[src/rtl/uart_tx_fifo_drain.sv]
// uart_tx_fifo_drain
//   UART transmitter fed directly from the read side of a byte FIFO. Whenever
//   the serializer is idle and the FIFO is not empty, it pops one byte and
//   sends it as: start bit, data bits LSB first, optional parity bit, and
//   1 or 2 stop bits. Bit timing comes from an internal divide-by-clks_per_bit
//   counter.
//
// Ports
//   clock       in   system clock, rising edge
//   reset       in   synchronous active-high reset
//   fifo_empty  in   FIFO empty flag, looked at only while idle
//   fifo_data   in   FIFO read data, valid the cycle after fifo_read
//   fifo_read   out  one-cycle pop strobe (FIFO read enable)
//   tx          out  serial line, idle high, registered
//   busy        out  high from the pop strobe until the last stop bit ends
//   frame_done  out  one-cycle pulse in the final cycle of the last stop bit
//
// FIFO handshake: fifo_read is a single-cycle strobe issued only when
// fifo_empty was low in IDLE; the FIFO presents the popped byte on fifo_data
// one cycle later, which is when the LOAD state captures it. There is no
// back-pressure on the FIFO side.

module uart_tx_fifo_drain #(
  parameter int clks_per_bit = 868,
  parameter int data_bits    = 8,
  parameter bit parity_en    = 1'b0,
  parameter bit parity_odd   = 1'b0,
  parameter int stop_bits    = 1
) (
  input  logic                 clock,
  input  logic                 reset,
  input  logic                 fifo_empty,
  input  logic [data_bits-1:0] fifo_data,
  output logic                 fifo_read,
  output logic                 tx,
  output logic                 busy,
  output logic                 frame_done
);

  localparam int CW = $clog2(clks_per_bit);

  typedef enum logic [2:0] {
    IDLE   = 3'd0,
    POP    = 3'd1,
    LOAD   = 3'd2,
    START  = 3'd3,
    DATA   = 3'd4,
    PARITY = 3'd5,
    STOP   = 3'd6
  } state_t;

  state_t               state, state_next;
  logic [CW-1:0]        cnt, cnt_next;
  logic [3:0]           idx, idx_next;
  logic [data_bits-1:0] shreg, shreg_next;
  logic                 par, par_next;
  logic                 tx_next;
  logic                 read_next;
  logic                 bit_end;

  assign bit_end = (cnt == CW'(clks_per_bit - 1));
  assign busy    = (state != IDLE);

  always_comb begin
    state_next = state;
    cnt_next   = cnt;
    idx_next   = idx;
    shreg_next = shreg;
    par_next   = par;
    read_next  = 1'b0;
    frame_done = 1'b0;
    tx_next    = 1'b1;

    case (state)
      IDLE: begin
        if (!fifo_empty) begin
          read_next  = 1'b1;
          state_next = POP;
        end
      end
      // fifo_read is high during this cycle; data arrives in the next one.
      POP: state_next = LOAD;
      LOAD: begin
        shreg_next = fifo_data;
        par_next   = (^fifo_data) ^ parity_odd;
        cnt_next   = '0;
        idx_next   = '0;
        state_next = START;
      end
      START: begin
        if (bit_end) begin
          cnt_next   = '0;
          state_next = DATA;
        end else begin
          cnt_next = cnt + CW'(1);
        end
      end
      DATA: begin
        if (bit_end) begin
          cnt_next   = '0;
          shreg_next = shreg >> 1;
          if (idx == 4'(data_bits - 1)) begin
            idx_next   = '0;
            state_next = parity_en ? PARITY : STOP;
          end else begin
            idx_next = idx + 4'd1;
          end
        end else begin
          cnt_next = cnt + CW'(1);
        end
      end
      PARITY: begin
        if (bit_end) begin
          cnt_next   = '0;
          state_next = STOP;
        end else begin
          cnt_next = cnt + CW'(1);
        end
      end
      STOP: begin
        // idx is reused to count stop bits.
        if (bit_end) begin
          cnt_next = '0;
          if (idx == 4'(stop_bits - 1)) begin
            idx_next   = '0;
            frame_done = 1'b1;
            state_next = IDLE;
          end else begin
            idx_next = idx + 4'd1;
          end
        end else begin
          cnt_next = cnt + CW'(1);
        end
      end
      default: state_next = IDLE;
    endcase

    // tx is registered from the level the line should hold in the next state,
    // so it changes exactly on the state boundary and never glitches.
    case (state_next)
      START:   tx_next = 1'b0;
      DATA:    tx_next = shreg_next[0];
      PARITY:  tx_next = par;
      default: tx_next = 1'b1;
    endcase
  end

  always_ff @(posedge clock) begin
    if (reset) begin
      state     <= IDLE;
      cnt       <= '0;
      idx       <= '0;
      shreg     <= '0;
      par       <= 1'b0;
      tx        <= 1'b1;
      fifo_read <= 1'b0;
    end else begin
      state     <= state_next;
      cnt       <= cnt_next;
      idx       <= idx_next;
      shreg     <= shreg_next;
      par       <= par_next;
      tx        <= tx_next;
      fifo_read <= read_next;
    end
  end

endmodule

[config.mk]
export PLATFORM = sky130hd
export DESIGN_NAME = uart_tx_fifo_drain
export DESIGN_NICKNAME = d
export VERILOG_FILES = /design/src/rtl/uart_tx_fifo_drain.sv
export SDC_FILE = /design/constraint.sdc
export NUM_CORES = 1
export LEC_CHECK = 0
export ABC_AREA = 1
export CAP_MARGIN = 30
export CORE_UTILIZATION = 45
export CTS_CLUSTER_SIZE = 40
export DETAILED_ROUTE_END_ITERATION = 8
export HOLD_SLACK_MARGIN = 0.08
export PLACE_DENSITY = 0.67
export SYNTH_ARGS = -nofsm -noshare
export SYNTH_HDL_FRONTEND = slang
export SYNTH_SLANG_ARGS = --single-unit
[constraint.sdc]
create_clock -name clock -period 1.7 [get_ports clock]
set_clock_uncertainty 0.2 [all_clocks]
set_input_delay 0.425 -clock clock [delete_from_list [all_inputs] [get_ports clock]]
set_output_delay 0.425 -clock clock [all_outputs]
set_load 0.01 [all_outputs]
==> out/qor.csv <==
stage,metric,value,unit
status,outcome,"finished, violations left",
status,failing checks,setup timing,
place,hpwl dp,3100,um
drt,post-DR vias/cell,4.91,
synth,number of library cell types mapped by synthesis,34,
floorplan,die width,65.7,um
global_route,initial antenna violation count,0,
clock_tree,CTS tree,yes,
worst_setup_path,critical path endpoint category,primary output,
worst_setup_path,"Data required, critical path",1.07,ns
synth,total of warnings raised by yosys,0,
timing,Slew Limit Fails,0,
drt,# DRC,0,
clock_tree,# clock sinks,28,
synth,post-synthesis net count,264,
global_route,largest net degree at the start of global routing,16,
synth,synth cell count leaders,"nand2_1, dfxtp_1, inv_1, nor2_1, a21oi_1",
timing,Final WS setup,-0.310,ns
synth,Post-synth ARST share,0,%
timing,fmax,498,MHz
power,LEAKAGE,1.18,nW
global_route,Total GRT Usage,20.4,%
cells_and_area,Final #Nets,331,
place,Final GP Congestion,0.852,
timing,# setup viols final,3,
cells_and_area,fill count,318,
drt,Routed wire per std cell,11.7,um
timing,post-layout min period,2.01,ns
cells_and_area,share of post-route cells with drive strength above 1,39.6,%
cells_and_area,Final Core Density,68.1,%
synth,dominant cell type by area after synthesis,dfxtp_1,
worst_setup_path,element type at the critical path start,flop,
synth,Yosys reg bits,28,
timing,period utilisation layout,118,%
global_route,global route total overflow,0,
cells_and_area,synthesis-to-layout area growth,40.5,%
drt,vias,1788,
clock_tree,"Reg clk slew, reported paths",0.10,ns
drt,drt total wl,4250,um
synth,"EDFF count, synth",0,
worst_setup_path,worst r2r src,cnt[2],
place,Inst Count DP,352,
worst_hold_path,worst hold path class,reg2reg,
drt,initial drt markers,101,
place,port bufs,14,
cells_and_area,Ant. Diodes,0,
worst_setup_path,CP Class,reg2out,
synth,Main synth FF type,dfxtp_1,
cells_and_area,fin cells,364,
worst_hold_path,Worst Min Path Start,shreg[7],
timing,setup tns final,-0.366,ns
job,maxcap violations,0,
worst_setup_path,arrival time at the worst endpoint,1.38,ns
floorplan,initial core utilization,48.5,%
synth,syn_area_per_cell,7.31,um2
clock_tree,CTS Root Cell,clkbuf_8,
synth,top post-synthesis cells by area,"dfxtp_1, nand2_1, inv_1",
synth,top cell type's share of synthesized area,30.7,%
worst_setup_path,Worst R2R End,tx,
timing,Min Hold Slack,0.273,ns
timing,slew margin rel.,83.8,%
floorplan,Rows,22,
place,pre-CTS WS,-0.459,ns
floorplan,core box area,3770,um2
timing,RSZ-0062 raised after global routing,yes,
worst_setup_path,crit-path max FO,2,
floorplan,Ports,15,
timing,final hold vios,0,
synth,"count leader, synth",nand2_1,
worst_hold_path,hold path endpoint,shreg[7],
drt,Pre-antenna DRT Iters,4,
floorplan,Die Area,4320,um2
global_route,global-route wire length before repair,6800,um
worst_hold_path,Hold Path Cell Cnt,2,
synth,"Cell Area, Synth",1830,um2
power,maximum vdd ir drop,0.000360,V
drt,post-route antenna net violation count,0,
synth,post-synthesis sequential area ratio,30.7,%
global_route,vias in the first global route,1613,
worst_setup_path,worst r2r path cells,11,
clock_tree,H-Tree Depth,1,
clock_tree,Max clock buf depth,2,
timing,Worst Max-Slew Pin Slew,0.243,ns
power,power per cell area,603,nW/um2
worst_setup_path,"reg-to-reg slack, setup",-0.02,ns
floorplan,Die Height,65.7,um
clock_tree,Skew-Pair Late Insertion Delay,0.28,ns
synth,Mapped Cells,250,
clock_tree,cts bufs inserted,3,
==> final cells by class <==
class	instances	area (um2)	area share, %
Multi-Input combinational cell	187	1230	47.8
Sequential cell	28	566	22.0
Timing Repair Buffer	66	536	20.8
Clock buffer	4	55.1	2.14
Tap cell	48	60.1	2.34
Inverter	31	125	4.87
==> kinds of logic after synthesis <==
group,Yosys count,share of synthesized area [%]
xor gates and xnor gates,9,4.31
adders and majority gates,3,2.05
DFF,28,30.7
AOI/OAI and AO/OA,35,11.0
and+or+nand+nor,140,43.5
buffers and inverters,35,8.49
==> repair_timing <==
item / CTS / global route
pin swaps: 7 / 12
endpoints found under the setup margin: 6 / 27
setup buffers: 9 / 2
resized for setup: 17 / 28
hold buffers: 0 / 0
==> metal layers <==
metal	part of all wire (%)	vias up	global-route usage, %
li1	-	942	-
met1	48	812	26.7
met2	48	28	34.4
met3	2.0	6	2.08
met4	1.8	0	7.07
met5	0	-	0
==> layout by cell type (no fill, tap or decap), types with 8 or more instances in the layout <==
| master | Yosys | final |
|---|---|---|
| a21oi_1 | 17 | 16 |
| buf_4 | 0 | 49 |
| clkdlybuf4s50_1 | 0 | 10 |
| dfxtp_1 | 28 | 24 |
| inv_1 | 24 | 20 |
| inv_2 | 4 | 8 |
| nand2_1 | 60 | 56 |
| nand2_2 | 9 | 10 |
| nand2_4 | 5 | 8 |
| nand3_1 | 16 | 14 |
| nor2_1 | 24 | 20 |
| nor2_4 | 5 | 8 |
==> how the worst max path moves through the flow <==
| stage | from | endpoint |
|---|---|---|
| after floorplan | cnt[1] | frame_done |
| after global placement | cnt[1] | frame_done |
| after detailed placement | cnt[9] | frame_done |
| after CTS | cnt[0] | frame_done |
| after global routing | cnt[1] | frame_done |
| final | cnt[1] | frame_done |
==> flip-flops by register name, summed over array words and instances (netlist names) <==
register	count
fifo_read	1
idx	4
par	1
shreg	8
tx	1
state	3
cnt	10
==> worst max-delay path, cell delays in order (launching register included) <==
cell     delay (ns)
dfxtp_2        0.36
ha_4           0.15
nand2_4        0.05
nor2_4         0.11
inv_2          0.06
nor2_8         0.08
inv_2          0.05
nor3_4         0.09
buf_2          0.14
==> power by group <==
group          switching (mW)  internal [mW]  leakage (nW)
Clock                   0.226          0.208        0.0288
Sequential             0.0144          0.686         0.229
Combinational           0.211          0.204         0.922
Total                   0.451           1.10          1.18
==> through the flow <==
step                power (mW)  instance area (um2)
floorplan                0.917                 1850
global placement          1.05                 2350
detailed placement        1.05                 2350
CTS                       1.52                 2470
global route              1.63                 2570
finish                    1.55                 2570
(Power assumes the default switching activity.)
